## config.mk

```make
export PLATFORM = sky130hd
export DESIGN_NAME = wb_stream_reader_ctrl
export DESIGN_NICKNAME = d
export VERILOG_FILES = /design/src/rtl/wb_stream_reader_ctrl.sv
export SDC_FILE = /design/constraint.sdc
export NUM_CORES = 1
export LEC_CHECK = 0
export CAP_MARGIN = 10
export CORE_MARGIN = 3
export CORE_UTILIZATION = 52
export CTS_CLUSTER_SIZE = 10
export DETAILED_ROUTE_END_ITERATION = 8
export HOLD_SLACK_MARGIN = 0.06
export PLACE_DENSITY_LB_ADDON = 0.08
export SETUP_SLACK_MARGIN = 0.3
export SLEW_MARGIN = 10
export SYNTH_ARGS = -nofsm -noshare
export SYNTH_HDL_FRONTEND = slang
export SYNTH_SLANG_ARGS = --single-unit
```

## constraint.sdc

```tcl
create_clock -name wb_clk_i -period 8.7 [get_ports wb_clk_i]
set_input_delay 2.61 -clock wb_clk_i [delete_from_list [all_inputs] [get_ports wb_clk_i]]
set_output_delay 2.61 -clock wb_clk_i [all_outputs]
set_load 0.01 [all_outputs]
```

## src/rtl/wb_stream_reader_ctrl.sv

```systemverilog
// -----------------------------------------------------------------------------
// wb_stream_reader_ctrl
//
// Drains a first-word-fall-through FIFO into a linear memory buffer using
// Wishbone incrementing bursts. A transfer is started by a one-cycle enable
// pulse. The buffer is cut into bursts of at most burst_size words (also capped
// by MAX_BURST_LEN and by the words still to go). A burst is only issued once
// the FIFO holds enough words to complete it without stalling.
//
// Ports
//   wb_clk_i, wb_rst_n_i   clock, asynchronous active-low reset
//   wbm_adr_o/dat_o/sel_o  write address (byte), write data, byte selects
//   wbm_we_o/cyc_o/stb_o   Wishbone master controls (all high during a burst)
//   wbm_cti_o/bte_o        cycle type (010 incrementing, 111 last) / burst type
//   wbm_dat_i              read data, not used by a write-only master
//   wbm_ack_i/err_i/rty_i  slave terminations (rty is treated as a wait state)
//   fifo_q, fifo_cnt       FIFO head word and fill level
//   fifo_rd                FIFO pop strobe, high on every accepted beat
//   start_adr              byte base address of the buffer
//   buf_size, burst_size   total words, words per burst (0 behaves as 1)
//   enable                 start pulse, ignored while busy
//   busy                   transfer in progress
//   irq                    one-cycle pulse when a transfer completes
//   error                  sticky bus-error flag, cleared by the next enable
// -----------------------------------------------------------------------------
module wb_stream_reader_ctrl #(
    parameter int WB_AW         = 32,
    parameter int WB_DW         = 32,
    parameter int FIFO_AW       = 4,
    parameter int MAX_BURST_LEN = 2**FIFO_AW
) (
    input  logic               wb_clk_i,
    input  logic               wb_rst_n_i,
    output logic [WB_AW-1:0]   wbm_adr_o,
    output logic [WB_DW-1:0]   wbm_dat_o,
    output logic [WB_DW/8-1:0] wbm_sel_o,
    output logic               wbm_we_o,
    output logic               wbm_cyc_o,
    output logic               wbm_stb_o,
    output logic [2:0]         wbm_cti_o,
    output logic [1:0]         wbm_bte_o,
    input  logic [WB_DW-1:0]   wbm_dat_i,
    input  logic               wbm_ack_i,
    input  logic               wbm_err_i,
    input  logic               wbm_rty_i,
    input  logic [WB_DW-1:0]   fifo_q,
    output logic               fifo_rd,
    input  logic [FIFO_AW:0]   fifo_cnt,
    input  logic [WB_AW-1:0]   start_adr,
    input  logic [WB_AW-1:0]   buf_size,
    input  logic [WB_AW-1:0]   burst_size,
    input  logic               enable,
    output logic               busy,
    output logic               irq,
    output logic               error
);

    localparam int               BL_W     = $clog2(MAX_BURST_LEN + 1);
    localparam logic [WB_AW-1:0] MAX_BL   = WB_AW'(MAX_BURST_LEN);
    localparam logic [WB_AW-1:0] WORD_B   = WB_AW'(WB_DW / 8);
    localparam logic [WB_AW-1:0] ONE_W    = WB_AW'(1);
    localparam logic [BL_W-1:0]  ONE_BL   = BL_W'(1);

    typedef enum logic [1:0] {
        ST_IDLE  = 2'd0,
        ST_WAIT  = 2'd1,
        ST_BURST = 2'd2
    } state_t;

    state_t            r_state, w_state_nxt;
    logic [WB_AW-1:0]  r_start_adr, w_start_adr_nxt;
    logic [WB_AW-1:0]  r_buf_size, w_buf_size_nxt;
    logic [WB_AW-1:0]  r_burst_size, w_burst_size_nxt;
    logic [WB_AW-1:0]  r_word_idx, w_word_idx_nxt;
    logic [BL_W-1:0]   r_beat_cnt, w_beat_cnt_nxt;
    logic [BL_W-1:0]   r_burst_len, w_burst_len_nxt;
    logic              r_irq, w_irq_nxt;
    logic              r_error, w_error_nxt;

    logic [WB_AW-1:0]  w_remaining;
    logic [WB_AW-1:0]  w_len_a;
    logic [WB_AW-1:0]  w_len;
    logic [WB_AW-1:0]  w_fifo_cnt;
    logic              w_in_burst;
    logic              w_last_beat;
    logic              w_pop;
    logic              w_unused;

    // Read data is never consumed by this write-only master.
    assign w_unused = ^wbm_dat_i;

    always_comb begin
        w_remaining = r_buf_size - r_word_idx;
        w_len_a     = (r_burst_size < w_remaining) ? r_burst_size : w_remaining;
        w_len       = (w_len_a < MAX_BL) ? w_len_a : MAX_BL;
        w_fifo_cnt  = WB_AW'(fifo_cnt);
        w_in_burst  = (r_state == ST_BURST);
        w_last_beat = (r_beat_cnt == (r_burst_len - ONE_BL));
        // A retry or error termination never consumes the head word.
        w_pop       = w_in_burst & wbm_ack_i & ~wbm_err_i & ~wbm_rty_i;
    end

    // Next-state and register-update logic.
    always_comb begin
        w_state_nxt      = r_state;
        w_start_adr_nxt  = r_start_adr;
        w_buf_size_nxt   = r_buf_size;
        w_burst_size_nxt = r_burst_size;
        w_word_idx_nxt   = r_word_idx;
        w_beat_cnt_nxt   = r_beat_cnt;
        w_burst_len_nxt  = r_burst_len;
        w_irq_nxt        = 1'b0;
        w_error_nxt      = r_error;

        case (r_state)
            ST_IDLE: begin
                if (enable) begin
                    w_start_adr_nxt  = start_adr;
                    w_buf_size_nxt   = buf_size;
                    w_burst_size_nxt = (burst_size == '0) ? ONE_W : burst_size;
                    w_word_idx_nxt   = '0;
                    w_error_nxt      = 1'b0;
                    // An empty buffer completes immediately without a bus cycle.
                    if (buf_size == '0) begin
                        w_irq_nxt = 1'b1;
                    end else begin
                        w_state_nxt = ST_WAIT;
                    end
                end
            end

            ST_WAIT: begin
                // Only start once the whole burst is already in the FIFO.
                if (w_fifo_cnt >= w_len) begin
                    w_state_nxt     = ST_BURST;
                    w_burst_len_nxt = w_len[BL_W-1:0];
                    w_beat_cnt_nxt  = '0;
                end
            end

            ST_BURST: begin
                if (wbm_err_i) begin
                    w_state_nxt = ST_IDLE;
                    w_error_nxt = 1'b1;
                end else if (w_pop) begin
                    w_word_idx_nxt = r_word_idx + ONE_W;
                    w_beat_cnt_nxt = r_beat_cnt + ONE_BL;
                    if (w_last_beat) begin
                        if (w_remaining == ONE_W) begin
                            w_state_nxt = ST_IDLE;
                            w_irq_nxt   = 1'b1;
                        end else begin
                            w_state_nxt = ST_WAIT;
                        end
                    end
                end
            end

            default: begin
                w_state_nxt = ST_IDLE;
            end
        endcase
    end

    always_ff @(posedge wb_clk_i or negedge wb_rst_n_i) begin
        if (!wb_rst_n_i) begin
            r_state      <= ST_IDLE;
            r_start_adr  <= '0;
            r_buf_size   <= '0;
            r_burst_size <= '0;
            r_word_idx   <= '0;
            r_beat_cnt   <= '0;
            r_burst_len  <= '0;
            r_irq        <= 1'b0;
            r_error      <= 1'b0;
        end else begin
            r_state      <= w_state_nxt;
            r_start_adr  <= w_start_adr_nxt;
            r_buf_size   <= w_buf_size_nxt;
            r_burst_size <= w_burst_size_nxt;
            r_word_idx   <= w_word_idx_nxt;
            r_beat_cnt   <= w_beat_cnt_nxt;
            r_burst_len  <= w_burst_len_nxt;
            r_irq        <= w_irq_nxt;
            r_error      <= w_error_nxt;
        end
    end

    // Bus outputs are decoded from the state register, so an asynchronous
    // reset clears all of them in the same instant it forces IDLE.
    always_comb begin
        wbm_cyc_o = w_in_burst;
        wbm_stb_o = w_in_burst;
        wbm_we_o  = w_in_burst;
        wbm_bte_o = 2'b00;
        fifo_rd   = w_pop;
        if (w_in_burst) begin
            wbm_adr_o = r_start_adr + (r_word_idx * WORD_B);
            wbm_dat_o = fifo_q;
            wbm_sel_o = '1;
            wbm_cti_o = w_last_beat ? 3'b111 : 3'b010;
        end else begin
            wbm_adr_o = '0;
            wbm_dat_o = '0;
            wbm_sel_o = '0;
            wbm_cti_o = 3'b000;
        end
    end

    assign busy  = (r_state != ST_IDLE);
    assign irq   = r_irq;
    assign error = r_error;

endmodule

```

; ---- Word level (Yosys, flattened, before mapping)
; Cells that the tools add are included.
[word_totals]
register_bits = 142
out_inout_bits = 80
word_cells = 80
[classes]
bitwise_logic = 5
n_reduce_logical = 12
muxes = 34
addsub = 5
order_cmp = 3
n_eq_ne = 12
[ops]
columns = operator, n
row1 = 2-to-1 mux 32 bit, 8
row2 = logical NOT 32 bit, 2
row3 = case mux 32 bit (2 select lines), 1
row4 = "adder 32 x 1 -> 32 bit, second input constant", 1
row5 = adder 32 bit, 1
row6 = "equality test 32 x 1 -> 1 bit, second input constant", 1
row7 = greater-or-equal comparator 5 x 32 -> 1 bit, 1
row8 = less-than comparator 32 bit, 1
row9 = "less-than comparator 32 x 5 -> 1 bit, second input constant", 1
row10 = subtractor 32 bit, 1
row11 = 2-to-1 mux 5 bit, 3
row12 = 2-to-1 mux 2 bit, 6
row13 = case mux 5 bit (2 select lines), 1
row14 = 2-to-1 mux 1 bit, 9
row15 = "!= test 2 bit, second input constant", 4
row16 = AND reduction 4 bit, 2
row17 = 2-to-1 mux 3 bit, 2
row18 = "!= test 3 x 1 -> 1 bit, second input constant", 2
row19 = case mux 2 bit (3 select lines), 1
row20 = nonzero test 2 bit, 3
row21 = "adder 5 x 1 -> 5 bit, second input constant", 1
row22 = equality test 5 bit, 1
row23 = AND reduction 5 bit, 1
row24 = "subtractor 5 x 1 -> 5 bit, second input constant", 1
row25 = 10 further kinds, 16

; ---- Logic depth before layout (Yosys ltp)
; Gate-level depths: netlist (run 1).
[logic_depth]
depth_word = 8
depth_mapped = 32
depth_no_buf = 32

; ---- Worst setup path after synthesis (run 1)
; Ideal clock, no wire load.
[synth_timing]
path_type = flip-flop to flip-flop
startpoint = register r_word_idx[0]
endpoint = register r_burst_len[1]
setup_time_ns = 0.083
path_stages_with_launch = 29
required_time_ns = 8.617
synth_period_minus_slack_ns = 6.033
setup_slack_ns = 2.667
arrival_time_ns = 5.951
cell_sequence = dfrtp_1 ha_1 fa_1 nor2b_4 o2111ai_2 and3_1 o41a_1 o21ai_1 xnor2_1 ha_1 nand4_1 nor2_1 nand2_1 nor3_1 a21oi_1 o31ai_1 nor4b_4 a21oi_4 nand2b_1 ha_1 a21oi_1 nor2b_1 o21ai_0 nand2b_1 a21oi_1 nor3b_1 clkbuf_1 nand2_1 o22ai_1
[synth_via]
elab_chain_len = 7
[synth_rtl]
columns = item, line_no
row1 = start: declaration, 74  ; logic [WB_AW-1:0] r_word_idx, w_word_idx_nxt;
row2 = start signal: assignment, 181  ; r_word_idx <= w_word_idx_nxt;
row3 = subtractor 32 bit *, 93  ; w_remaining = r_buf_size - r_word_idx;
row4 = less-than comparator 32 bit, 94  ; w_len_a = (r_burst_size < w_remaining) ? r_burst_size : w_remaining;
row5 = 2-to-1 mux 32 bit *, 94
row6 = less-than comparator 32 x 5 -> 1 bit, 95  ; w_len = (w_len_a < MAX_BL) ? w_len_a : MAX_BL;
row7 = 2-to-1 mux 32 bit *, 95
row8 = greater-or-equal comparator 5 x 32 -> 1 bit, 134  ; if (w_fifo_cnt >= w_len) begin
row9 = AND reduction 2 bit (no line), -
row10 = end signal: assignment, 183  ; r_burst_len <= w_burst_len_nxt;
row11 = end: declaration, 76  ; logic [BL_W-1:0] r_burst_len, w_burst_len_nxt;
; Every way passes the cells marked *; elsewhere a longest branch is shown, timed or not.
; A chain may end at the register's enable or synchronous reset.

; ---- Final worst setup path (run 1)
[layout_timing]
startpoint = register r_word_idx[0]
endpoint = output port wbm_adr_o[30]
[layout_via]
elab_chain_len = 2
[layout_rtl]
columns = item, line_no
row1 = adder 32 bit, 198  ; wbm_adr_o = r_start_adr + (r_word_idx * WORD_B);
row2 = 2-to-1 mux 32 bit, 197  ; if (w_in_burst) begin
row3 = end: declaration, 34  ; output logic [WB_AW-1:0] wbm_adr_o,
; No other way between the ends.

==> results of run 1 <==
-- tightest hold or removal path, delay by kind of cell, from the launching register on --
family / cells / cell delay [ns]
DFF: 1 / 0.35
and+or+nand+nor: 2 / 0.10
-- routing by layer --
layer / share of wire / vias up / wire (um)
met5: 0 / - / 0
met4: 0.017 / 0 / 547
met3: 0.064 / 50 / 2040
met2: 0.49 / 339 / 15700
met1: 0.42 / 4904 / 13500
li1: - / 5097 / -
-- power groups by stage --
stage | clock network [mW] | logic [mW] | registers, mW
after floorplan | 0 | 2.14 | 1.02
after global placement | 0 | 2.83 | 1.07
after detailed placement | 0 | 2.90 | 1.07
after CTS | 0.799 | 2.94 | 1.07
after global routing | 0.829 | 3.32 | 1.10
final | 0.792 | 2.97 | 1.07
-- cell type report --
type,count,area [sq um],share of cell area
timing repair buffer,223,2220,0.160
sequential,142,3550,0.256
multi-input combinational,1110,6880,0.496
tap,270,338,0.0244
inverter,66,248,0.0179
clock buffer,19,443,0.0320
clock inverter,13,186,0.0134
-- state kept, by name, indices dropped and copies added (netlist names) --
signal        cells
r_burst_size     32
r_word_idx       32
r_beat_cnt        5
irq               1
r_start_adr      32
r_state           2
r_burst_len       5
r_buf_size       32
error             1
-- worst paths after layout --
check / start / cells past startpoint / to / slack [ns]
setup / recovery: r_word_idx[0] / 13 / wbm_adr_o[30] / 1.39
hold / removal: r_buf_size[29] / 2 / r_buf_size[29] / 0.48
setup reg to reg: r_word_idx[0] / 28 / r_state[1] / 2.01
hold reg to reg: r_buf_size[29] / 2 / r_buf_size[29] / 0.48
max in group asynchronous: wb_rst_n_i / 2 / r_buf_size[27] / 5.24
min in group asynchronous: wb_rst_n_i / 1 / r_start_adr[10] / 2.20
-- layout by cell type, fill, tap and decap left out, types with 5 or more instances in the layout --
cell,n
and4_1,5
a2111oi_0,5
a21o_1,34
clkdlybuf4s50_1,215
o21a_1,10
nor2b_1,5
dfrtp_1,142
a21oi_1,64
o211ai_1,6
nand2b_1,16
o21ai_0,43
nand4_1,25
nand2_1,355
a211oi_1,8
nor4_1,28
a31oi_1,5
xor2_1,31
nor3_1,28
xnor2_1,50
nor2_1,96
or3_1,5
inv_1,65
and3_1,11
nand3_1,26
ha_1,99
mux2i_1,6
o21bai_1,5
or2_2,5
and2_1,43
buf_4,7
o21ai_1,7
nor3b_1,5
clkbuf_16,17
-- kinds of logic after synthesis --
family / synth area share
flops: 0.325
buf+inv: 0.0455
xor+xnor: 0.0679
mux: 0.00791
compound gates: 0.153
simple gates: 0.283
fa+ha+maj: 0.117
other cells: 0.000343
==> metrics.cfg, run 1 <==
[clock_network]
post_cts_buffers = 0
htree_levels = 4
tritoncts = yes
cts_buffers = 17
clockBufferDepth = 2
root_buffer = clkbuf_16
clock_latency_ns = 0.43
path_clk_slew_ns = 0.06
cts-resized-gates = 0
cts_hold_buf = 0
clock-sinks = 142

[sta]
final.min_clock_period_ns = 7.31
hold_viol = 0
clock_skew_ns = 0.00951
rsz0062_at_grt = false
setup_ws_ns = 1.39
fmax_mhz = 137
slew_viol_final = 0
setup-violations-final = 0
totalNegativeSetupSlack_ns = 0
tightest_slew_ns = 1.11
max-slew-margin-rel = 0.254
fin_crit_sh = 0.840
whs_ns = 0.480

[global_route]
grt_pass1_wl_um = 50700
grt_pass1_vias = 10200
grt_util_met3 = 0.0533
busiest_layer = met2
grt.total_usage = 0.280
antenna_found_initial = 0
gr-usage-met2 = 0.499
globalRouteMet1Util = 0.349
overflow = 0
grt_max_degree = 87

[power_and_ir_drop]
peakVddDrop_v = 0.000206
p_int_mw = 2.57
pwr-share-seq = 0.221
clkPwrFrac = 0.164
power_density_nw_per_um2 = 348
switchingPower_mw = 2.25
power_mw = 4.83
power_leakage_nw = 6.46
switching_share = 0.467
power_frac_comb = 0.615

[logic_synthesis]
synth_edf_count = 0
synth.most_common_cell = nand2_1
yosysUniqueCellTypes = 88
synth_largest_area_cell = dfrtp_1
synth_area_sq_um = 10900
synth_flop_cell = dfrtp_1
synth_seq_area_share = 0.325
synth_area_leaders = dfrtp_1, nand2_1, ha_1, xnor2_1, nor2_1
yosys_warnings = 0
async_flop_share = 1.00
synth_common_cells = nand2_1, dfrtp_1, ha_1, nor2_1, inv_1
synth_area_per_cell_sq_um = 7.96
ys_ff_latch = 142
synth_cells = 1371
yosys.area.top_type_share = 0.325

[final_layout]
syn_to_final_growth_pct = 27.0
fillers = 1768
drive_above_1_share = 0.0445
fin_cells = 1843
fin_util = 0.679
nNetsFinal = 1832
fin_area_sq_um = 13900
antennaDiodeCount = 0

[setup_path]
path_buf_inv = 1
arrival_ns = 4.70
slowest_stage = clkdlybuf4s50_1
critical_path_class = flop to primary output
cp_cell_sequence = ha_1 -> fa_1 -> a21o_1 -> a21o_1 -> nand2_1 -> a211oi_1 -> a221oi_1 -> o21ai_1 -> a221oi_1 -> o21ai_1 -> o21ai_0 -> mux2i_1 -> clkdlybuf4s50_1
cpLargestDelayFamily = compound AO/OA/AOI/OAI gates
crit_path_end_kind = primary output
startpoint_type = flop
critPathMaxStageDelay_ns = 0.60
cp_max_fo = 6
required_ns = 6.09

[routing]
firstDrtPassIters = 5
vias_per_cell = 5.64
vias = 10400
wl_um = 31800
first_iter_violations = 607
wl_per_cell_um = 17.2
drtAntennaViolNets = 0
drc_errors = 0

[die]
die_x_um = 151
rows = 52
die_area_sq_um = 22800
ios = 251
core-area_sq_um = 20400
start_util = 0.534
die-height_um = 151

[placement]
io_buffer_count = 216
place_area_sq_um = 13200
placedCellCount = 1811
place.gp.congestion = 0.932
dpl.hpwl_um = 24700
pre_cts_ws_ns = 1.53

[run]
max_cap_viol_count = 0

[hold_path]
hold_class = flop to flop

[status]
status = finished clean

Power figures use the tool's default switching activity.
==> run 2, diff against run 1 <==
CORE_UTILIZATION = 47   (was 52)
clock period = 6.23 ns   (was 8.7 ns; I/O delays follow)
==> metrics.cfg, run 2 (same netlist as run 1, synthesis figures left out) <==
[routing]
wl_per_cell_um = 16.5
vias = 10600
firstDrtPassIters = 5
drtAntennaViolNets = 0
wl_um = 32100
first_iter_violations = 501
drc_errors = 0
vias_per_cell = 5.45

[sta]
tightest_slew_ns = 0.777
slew_viol_final = 0
fmax_mhz = 176
hold_viol = 0
final.min_clock_period_ns = 5.69
max-slew-margin-rel = 0.480
totalNegativeSetupSlack_ns = 0
fin_crit_sh = 0.914
clock_skew_ns = 0.0111
rsz0062_at_grt = true
setup-violations-final = 0

[power_and_ir_drop]
peakVddDrop_v = 0.000321
p_int_mw = 4.02
power_frac_comb = 0.653
pwr-share-seq = 0.203
power_density_nw_per_um2 = 501
switchingPower_mw = 3.32
switching_share = 0.452
power_leakage_nw = 6.91
clkPwrFrac = 0.144

[clock_network]
clock_latency_ns = 0.43
clock-sinks = 142
path_clk_slew_ns = 0.06
tritoncts = yes
clockBufferDepth = 2
cts_buffers = 17
cts_hold_buf = 0
htree_levels = 4
root_buffer = clkbuf_16

[die]
ios = 251
die_x_um = 158
core-area_sq_um = 22700
rows = 55
die_area_sq_um = 25100
die-height_um = 158
start_util = 0.481

[final_layout]
fin_cells = 1939
layout_commonest_cell = nand2_1
drive_above_1_share = 0.110
mostFrequentLayoutCells = nand2_1, clkdlybuf4s50_1, dfrtp_1, ha_1, nor2_1
fin_area_sq_um = 14600
syn_to_final_growth_pct = 34.1
antennaDiodeCount = 0
nNetsFinal = 1913
fin_util = 0.645

[hold_path]
hold_class = flop to flop
whs_path_depth = 2

[setup_path]
cp_max_fo = 10
cp_cell_sequence = clkdlybuf4s50_1 -> or4b_1 -> inv_2 -> clkdlybuf4s50_1
required_ns = 4.36
arrival_ns = 3.82
path_buf_inv = 3
startpoint_type = input port
critPathMaxStageDelay_ns = 0.68
r2r_slack_ns = 0.54
slowest_stage = or4b_1
crit_top_cell = clkdlybuf4s50_1
crit_path_end_kind = primary output
critical_path_class = input port to primary output
worst_r2r_path_depth = 29
cpLargestDelayFamily = buffers and inverters
cp.depth = 4

[status]
status = finished clean

[global_route]
grt_pass1_wl_um = 50700
grt_pass1_vias = 10200
grt_max_degree = 63
grt.total_usage = 0.254
antenna_found_initial = 0
overflow = 0

[placement]
dpl.hpwl_um = 25200
io_buffer_count = 216
place_area_sq_um = 13800
placedCellCount = 1897
place.gp.congestion = 0.924

[run]
max_cap_viol_count = 0

run 2: power by group through the flow:
stage          logic (mW)  clock network, mW  registers (mW)
2_1_floorplan        3.00                  0            1.42
3_3_place_gp         4.45                  0            1.50
3_5_place_dp         4.54                  0            1.50
4_1_cts              4.57               1.08            1.49
5_1_grt              5.32               1.11            1.53
6_report             4.79               1.06            1.49
run 2: worst min-delay path: stages, from the launching register on:
cell,delay (ns)
dfrtp_1,0.33
nand2_1,0.05
nand2_1,0.06
run 2: cell type report:
cell class / instances / area [sq um]
clock buffers: 20 / 437
clock inverters: 12 / 160
fillers: 1989 / 8070
inverters: 66 / 248
multi-input cells: 1111 / 7070
flip-flops and latches: 142 / 3550
well taps: 285 / 357
repair buffers: 303 / 2820
run 2: metal layers:
| metal | global-route usage | vias to the layer above | routed length, um |
|---|---|---|---|
| li1 | - | 5277 | - |
| met1 | 0.316 | 4965 | 14100 |
| met2 | 0.447 | 278 | 15500 |
| met3 | 0.0535 | 44 | 1860 |
| met4 | 0.0701 | 0 | 669 |
| met5 | 0 | - | 0 |
run 2: final timing paths:
kind,end,startpoint
min in group asynchronous,r_start_adr[11],wb_rst_n_i
max in group asynchronous,r_burst_size[27],wb_rst_n_i
worst max register to register,r_burst_len[4],r_word_idx[0]
worst min register to register,r_start_adr[1],r_start_adr[1]
worst min-delay path,r_start_adr[1],r_start_adr[1]
worst max-delay path,fifo_rd,wbm_err_i
run 2: repair_timing:
action / 4_1_cts / 5_1_grt
pin swaps: 2 / 18
setup endpoints to repair: 16 / 23
endpoints found under the hold margin: 0 / 0
buffers inserted: 1 / 8
resized for setup: 6 / 41
cloned: 0 / 1
run 2: stage by stage:
| stage | total power [mW] | hold WS (ns) | setup slack [ns] |
|---|---|---|---|
| floorplan | 4.42 | 0.437 | 0.426 |
| finish | 7.34 | 0.473 | 0.537 |
| global placement | 5.94 | 0.451 | -0.0473 |
| detailed placement | 6.03 | 0.465 | -0.234 |
| global route | 7.96 | 0.511 | 0.250 |
| CTS | 7.13 | 0.479 | 0.314 |
==> run 3, diff against run 2 <==
ABC_CLOCK_PERIOD_IN_PS = 6230   (was default)
==> results of run 3 <==
The final DEF is identical to that of run 2; final timing and power are the same.
